$ cat src/rtl/demux_router_if.sv
// Handshake and data bundle for demux_router: one input stream with a
// channel select, four registered output channels with per-channel handshake.
interface demux_router_if #(
  parameter int unsigned NUM_BITS = 4
);

  localparam int unsigned SEL_W  = 2;
  localparam int unsigned NUM_CH = 4;

  // Producer side
  logic [NUM_BITS-1:0] Entrada;
  logic [SEL_W-1:0]    SEL;
  logic                in_valid;
  logic                in_ready;

  // Consumer side
  logic [NUM_BITS-1:0] Saida0;
  logic [NUM_BITS-1:0] Saida1;
  logic [NUM_BITS-1:0] Saida2;
  logic [NUM_BITS-1:0] Saida3;
  logic [NUM_CH-1:0]   out_valid;
  logic [NUM_CH-1:0]   out_ready;

  // Environment view: drives words in, accepts words out
  modport master (
    output Entrada, SEL, in_valid, out_ready,
    input  in_ready, Saida0, Saida1, Saida2, Saida3, out_valid
  );

  // Router view
  modport slave (
    input  Entrada, SEL, in_valid, out_ready,
    output in_ready, Saida0, Saida1, Saida2, Saida3, out_valid
  );

endinterface

$ cat src/rtl/demux_router.sv
// demux_router: routes one input word per cycle to one of four one-entry
// output channels selected by SEL. Each channel is an EMPTY/FULL register
// slice that can drain and refill on the same edge, so a continuously ready
// consumer sees full throughput. A stalled channel only back-pressures words
// addressed to it.
//
// Optional feature: define DEMUX_ROUTER_COUNT_EN to add the per-channel 8-bit
// delivery counters Cnt0..Cnt3 (wrap from 255 to 0). Without it the counter
// ports and registers do not exist.
module demux_router #(
  parameter int unsigned NUM_BITS = 4
) (
  input  logic         clk,
  input  logic         rst_n,
  demux_router_if.slave bus
`ifdef DEMUX_ROUTER_COUNT_EN
  ,
  output logic [7:0]   Cnt0,
  output logic [7:0]   Cnt1,
  output logic [7:0]   Cnt2,
  output logic [7:0]   Cnt3
`endif
);

  localparam int unsigned NUM_CH = 4;
  localparam int unsigned SEL_W  = 2;
`ifdef DEMUX_ROUTER_COUNT_EN
  localparam int unsigned CNT_W  = 8;
`endif

  typedef enum logic {
    EMPTY = 1'b0,
    FULL  = 1'b1
  } state_e;

  logic [NUM_CH-1:0]   valid_c;
  logic                in_ready_c;
  logic [NUM_BITS-1:0] data_arr [NUM_CH];
`ifdef DEMUX_ROUTER_COUNT_EN
  logic [CNT_W-1:0]    cnt_arr  [NUM_CH];
`endif

  // Accept when the addressed channel is empty or is draining this edge
  assign in_ready_c = ~valid_c[bus.SEL] | bus.out_ready[bus.SEL];

  for (genvar k = 0; k < NUM_CH; k++) begin : g_ch

    state_e              state_q;
    state_e              state_d;
    logic [NUM_BITS-1:0] data_q;
    logic [NUM_BITS-1:0] data_d;
    logic                ld_c;
    logic                drain_c;
    logic                full_c;

    // Input transfer to this channel and output transfer from it
    assign ld_c    = bus.in_valid & in_ready_c & (bus.SEL == SEL_W'(k));
    assign drain_c = full_c & bus.out_ready[k];

    // Channel state register
    always_ff @(posedge clk or negedge rst_n) begin
      if (!rst_n) begin
        state_q <= EMPTY;
      end else begin
        state_q <= state_d;
      end
    end

    // Next state: a load wins over a drain, so drain+refill stays FULL
    always_comb begin
      state_d = state_q;
      unique case (state_q)
        EMPTY: begin
          if (ld_c) begin
            state_d = FULL;
          end
        end
        FULL: begin
          if (ld_c) begin
            state_d = FULL;
          end else if (drain_c) begin
            state_d = EMPTY;
          end
        end
        default: state_d = EMPTY;
      endcase
    end

    // FSM output: channel holds an undelivered word
    always_comb begin
      full_c = 1'b0;
      if (state_q == FULL) begin
        full_c = 1'b1;
      end
    end

    // Data capture: only a load changes the word, so it stays stable while stalled
    always_comb begin
      data_d = data_q;
      if (ld_c) begin
        data_d = bus.Entrada;
      end
    end

    // Data register; keeps its value after draining
    always_ff @(posedge clk or negedge rst_n) begin
      if (!rst_n) begin
        data_q <= '0;
      end else begin
        data_q <= data_d;
      end
    end

    assign valid_c[k]  = full_c;
    assign data_arr[k] = data_q;

`ifdef DEMUX_ROUTER_COUNT_EN
    logic [CNT_W-1:0] cnt_q;
    logic [CNT_W-1:0] cnt_d;

    // Delivery count, wraps naturally at 2^CNT_W
    always_comb begin
      cnt_d = cnt_q;
      if (drain_c) begin
        cnt_d = cnt_q + CNT_W'(1);
      end
    end

    // Delivery counter register
    always_ff @(posedge clk or negedge rst_n) begin
      if (!rst_n) begin
        cnt_q <= '0;
      end else begin
        cnt_q <= cnt_d;
      end
    end

    assign cnt_arr[k] = cnt_q;
`endif

  end : g_ch

  assign bus.in_ready  = in_ready_c;
  assign bus.out_valid = valid_c;
  assign bus.Saida0    = data_arr[0];
  assign bus.Saida1    = data_arr[1];
  assign bus.Saida2    = data_arr[2];
  assign bus.Saida3    = data_arr[3];

`ifdef DEMUX_ROUTER_COUNT_EN
  assign Cnt0 = cnt_arr[0];
  assign Cnt1 = cnt_arr[1];
  assign Cnt2 = cnt_arr[2];
  assign Cnt3 = cnt_arr[3];
`endif

endmodule

$ cat src/flat_wrapper.sv
// flat-port wrapper written by rule: the top's interface ports become plain ports
module demux_router_flat 
#(
  parameter int unsigned NUM_BITS = 4
)
  (clk, rst_n, bus_Entrada, bus_SEL, bus_in_valid, bus_out_ready, bus_in_ready, bus_Saida0, bus_Saida1, bus_Saida2, bus_Saida3, bus_out_valid);
  demux_router_if #(.NUM_BITS(NUM_BITS)) bus_i ();
  input  logic clk;
  input  logic rst_n;
  input wire logic [$bits(bus_i.Entrada)-1:0] bus_Entrada;
  input wire logic [$bits(bus_i.SEL)-1:0] bus_SEL;
  input wire logic [$bits(bus_i.in_valid)-1:0] bus_in_valid;
  input wire logic [$bits(bus_i.out_ready)-1:0] bus_out_ready;
  output wire logic [$bits(bus_i.in_ready)-1:0] bus_in_ready;
  output wire logic [$bits(bus_i.Saida0)-1:0] bus_Saida0;
  output wire logic [$bits(bus_i.Saida1)-1:0] bus_Saida1;
  output wire logic [$bits(bus_i.Saida2)-1:0] bus_Saida2;
  output wire logic [$bits(bus_i.Saida3)-1:0] bus_Saida3;
  output wire logic [$bits(bus_i.out_valid)-1:0] bus_out_valid;
  assign bus_i.Entrada = bus_Entrada;
  assign bus_i.SEL = bus_SEL;
  assign bus_i.in_valid = bus_in_valid;
  assign bus_i.out_ready = bus_out_ready;
  assign bus_in_ready = bus_i.in_ready;
  assign bus_Saida0 = bus_i.Saida0;
  assign bus_Saida1 = bus_i.Saida1;
  assign bus_Saida2 = bus_i.Saida2;
  assign bus_Saida3 = bus_i.Saida3;
  assign bus_out_valid = bus_i.out_valid;
  demux_router #(.NUM_BITS(NUM_BITS)) u_core (.clk(clk), .rst_n(rst_n), .bus(bus_i));
endmodule
$ cat config.mk
export PLATFORM = sky130hd
export DESIGN_NAME = demux_router_flat
export DESIGN_NICKNAME = d
export VERILOG_FILES = /design/src/rtl/demux_router_if.sv /design/src/rtl/demux_router.sv /design/src/flat_wrapper.sv
export SDC_FILE = /design/constraint.sdc
export NUM_CORES = 1
export LEC_CHECK = 0
export ABC_AREA = 1
export CAP_MARGIN = 40
export CORE_MARGIN = 2
export CORE_UTILIZATION = 27
export CTS_CLUSTER_DIAMETER = 200
export DETAILED_ROUTE_END_ITERATION = 10
export PLACE_DENSITY_LB_ADDON = 0.3
export SETUP_SLACK_MARGIN = 0.15
export SYNTH_ARGS = -nofsm -noshare
export SYNTH_HDL_FRONTEND = slang
export SYNTH_SLANG_ARGS = --single-unit
$ cat constraint.sdc
create_clock -name clk -period 3 [get_ports clk]
set_input_delay 0.45 -clock clk [delete_from_list [all_inputs] [get_ports clk]]
set_output_delay 0.45 -clock clk [all_outputs]
set_load 0.01 [all_outputs]
# After elaboration in Yosys (flattened, before gate mapping)
# Index checks and enable logic that the tools add are counted.
# totals
input_bits	13
out_inout_bits	21
wordCells	52
reg_bits	20
# op_classes
n_eq_ne	3
n_bitwise	15
n_lt_le_gt_ge	1
n_reduce_logical	1
muxes	24
# ops
op	count
$mux 1	18
$and 1x1->1	9
$pmux 1 s2	4
$not 1->1	5
$bmux 1 s2	2
$eq 2x2->1 const B	2
$lt 2x3->1 const B	1
$eq 2x1->1 const B	1
$logic_not 2->1	1
$or 1x1->1	1

# Logic depth before layout (Yosys ltp)
# logic_depth
word_depth	9
ltp_mapped	11
ltp_nobuf	9

# Worst setup path before layout
# OpenSTA, ideal clock, no wires.
# synth_path
path_type	input -> output
from	in bus_SEL[0]
to	out bus_in_ready
slack_ns	1.437
path_buffers	2
required_time_ns	2.550
t_arrival_ns	1.113
path_stages	8
cell_sequence	buf_4 > inv_1 > nand2_1 > nand2_1 > nand2_1 > nand2_1 > nand2_2 > buf_4
# synth_via
elab_chain_len	4
word_cells_on_any_way	6
classes_between	mux (4); bitwise (2)
# synth_rtl
element	line	text
from (decl)	flat_wrapper.sv:11	input wire logic [$bits(bus_i.SEL)-1:0] bus_SEL;
$bmux 1 s2	demux_router.sv:44	assign in_ready_c = ~valid_c[bus.SEL] | bus.out_ready[bus.SEL];
$mux 1 (implied by the code)	demux_router.sv:44	
$not 1->1	demux_router.sv:44	
$or 1x1->1 *	demux_router.sv:44	
to (decl)	flat_wrapper.sv:14	output wire logic [$bits(bus_i.in_ready)-1:0] bus_in_ready;
# Every way passes the cells marked *; elsewhere a longest branch is shown, timed or not. The select of a mux whose other input is x is not followed.

# Worst setup path in the final report
# Same ends and word-level chain as after synthesis.

==> flow_metrics.tcl <==
set metrics [dict create \
    io_buffers 33 \
    fp.dieW_um 64.5 \
    period_needed_ps 2540 \
    critPathLaunchType "primary input" \
    grt_setup_unrepaired "false" \
    first_pass_iters 4 \
    final_nets 157 \
    grt_max_degree 21 \
    gp_congestion 0.801 \
    setup.worst_path.class "in -> out" \
    drc 0 \
    slew_violations 0 \
    maxCapViolCount 0 \
    overflow 0 \
    clock_latency_ps 310 \
    p_leak_nw 0.647 \
    die_h_um 64.5 \
    antenna_found_initial 0 \
    num_antenna_cells 0 \
    hold_class "in -> async" \
    cp_max_fo 8 \
    yosys.area.top_type "dfrtp_1" \
    fmax_mhz 393 \
    n_fill_cell 353 \
    ys_ff_latch 20 \
    cts.sinks 20 \
    antenna_left 0 \
    grt_pass1_wl_mm 4.26 \
    setup_violations 0 \
    cp-end-kind "primary output" \
    dp_slack_ps 463 \
    drtIter0Drc 45 \
    path_clk_slew_ps 120 \
    placementRows 21 \
    drive_above_1_share_pct 9.79 \
    ctsResizeCount 0 \
    clk_path_buf_depth 2 \
    worst_clock_skew_ps 5.51 \
    yosysTopAreaCellShare_pct 50.7 \
    outcome "complete, no violations" \
    final_common_cell "nand2_1" \
    syn_inst 113 \
    syn_avg_cell_area_sq_um 8.74 \
    wire_per_inst_um 12.4 \
    htree_levels 1 \
    finalSetupTns_ps 0 \
    final_cell_mix "nand2_1 (44), clkdlybuf4s50_1 (33), dfrtp_1 (20)" \
    tightest_slew_ps 830 \
    power_density_mw_per_mm2 579 \
    dpl.hpwl_mm 1.78 \
    wl_mm 2.35 \
    critical_path_required_ps 2550 \
    finalCritPeriodShare_pct 84.7 \
    cts_hold_buf 0 \
    setup_ws_ps 459 \
    vdd_drop_max_v 0.000283 \
    yosys-top-cells-area "dfrtp_1 (51%), nand2_1 (17%), nand4_1 (10%)" \
    crit_arrival_ps 2090 \
    synth_cell_types 16 \
    vias_per_cell 4.53 \
    areaGrowthSynthToFinish_pct 40.3 \
    core_area_sq_mm 0.00342 \
    initial_utilization_pct 28.9 \
    syn_area_sq_um 987 \
    io_pins 34 \
    ys_warn_count 0 \
    ctsRootBufferMaster "clkbuf_4" \
    hold_violations 0 \
    cts_buffers 3 \
    grt_pass1_vias 923 \
    seq_area_frac_synth_pct 50.7 \
    grt.total_usage_pct 13.0 \
    cts_tree "yes" \
    synth_nets 126 \
    relSlewSlack_pct 44.5 \
    die-area_sq_mm 0.00416 \
    num_vias 856 \
    r2r_setup_slack_ps 1510 \
    post_cts_buffers 0 \
]
[state kept, by name, indices dropped and copies added (netlist names)]
| signal | flops |
|---|---|
| u_core.bus.Saida2 | 4 |
| u_core.bus.Saida3 | 4 |
| u_core.bus.Saida1 | 4 |
| u_core.bus.Saida0 | 4 |
| u_core.g_ch.state_q | 4 |
[final timing paths]
kind,endpoint,startpoint,cells after the start
worst max-delay path,bus_in_ready,bus_SEL[0],8
worst min-delay path,u_core.bus.Saida1[2]$_DFFE_PN0P_,rst_n,1
worst max register to register,u_core.bus.Saida0[2]$_DFFE_PN0P_,u_core.g_ch[3].state_q$_DFF_PN0_,9
worst min register to register,u_core.bus.Saida2[2]$_DFFE_PN0P_,u_core.bus.Saida2[2]$_DFFE_PN0P_,2
max in group asynchronous,u_core.bus.Saida3[2]$_DFFE_PN0P_,rst_n,2
min in group clk,u_core.bus.Saida2[2]$_DFFE_PN0P_,u_core.bus.Saida2[2]$_DFFE_PN0P_,2
[critical path, stage by stage]
cell and delay (ps):
clkdlybuf4s50_1 660, inv_1 140, nand2_1 90, nand2_1 50, nand2_1 50, nand2_1 60, nand2_2 70, clkdlybuf4s50_1 530
[cell families (layout without fill, tap and decap cells)]
logic type	count (synthesis)	count (layout)	synth area share [%]
AO/OA/AOI/OAI	4	4	2.03
AND/OR/NAND/NOR	73	73	38.0
flip-flops	20	20	50.7
buffers and inverters	16	46	9.25
[power by group]
| group | switching (mW) | internal [mW] |
|---|---|---|
| clock network | 0.0897 | 0.135 |
| logic | 0.106 | 0.126 |
| registers | 0.0277 | 0.317 |
[metal layers]
layer | global-route usage, % | share of wire (%) | vias to the layer above
li1 | - | - | 431
met1 | 18.0 | 48 | 399
met4 | 0.798 | 0 | 0
met2 | 20.3 | 45 | 26
met5 | 0 | 0 | -
met3 | 4.86 | 6.4 | 0
[area by class of cell]
cell class / count / area (sq um) / area share (%)
timing repair buffer: 35 / 353 / 25.5
tap: 46 / 57.6 / 4.16
clock buffer: 3 / 22.5 / 1.63
sequential: 20 / 500 / 36.1
multi-input combinational: 77 / 395 / 28.5
inverter: 7 / 26.3 / 1.90
clock inverter: 1 / 30.0 / 2.17
[synthesized netlist by cell type (all sizes together)]
cell	count
buf	8
clkbuf	1
dfrtp	20
inv	7
nand2	46
nand3	7
nand4	16
nor2	4
o21ai	4
[through the flow]
| stage | power (mW) | instance area, sq um | util (%) | instances | hold slack (ps) |
|---|---|---|---|---|---|
| after floorplan | 0.451 | 987 | - | 113 | 154 |
| after detailed placement | 0.586 | 1330 | 39.0 | 185 | 464 |
| after global routing | 0.851 | 1390 | 40.5 | 189 | 447 |
| final | 0.801 | 1390 | 40.5 | 189 | 435 |
| after global placement | 0.581 | 1320 | 38.6 | 184 | 460 |
| after CTS | 0.813 | 1390 | 40.5 | 189 | 440 |
Note: power is estimated with default switching activity, not from simulation.
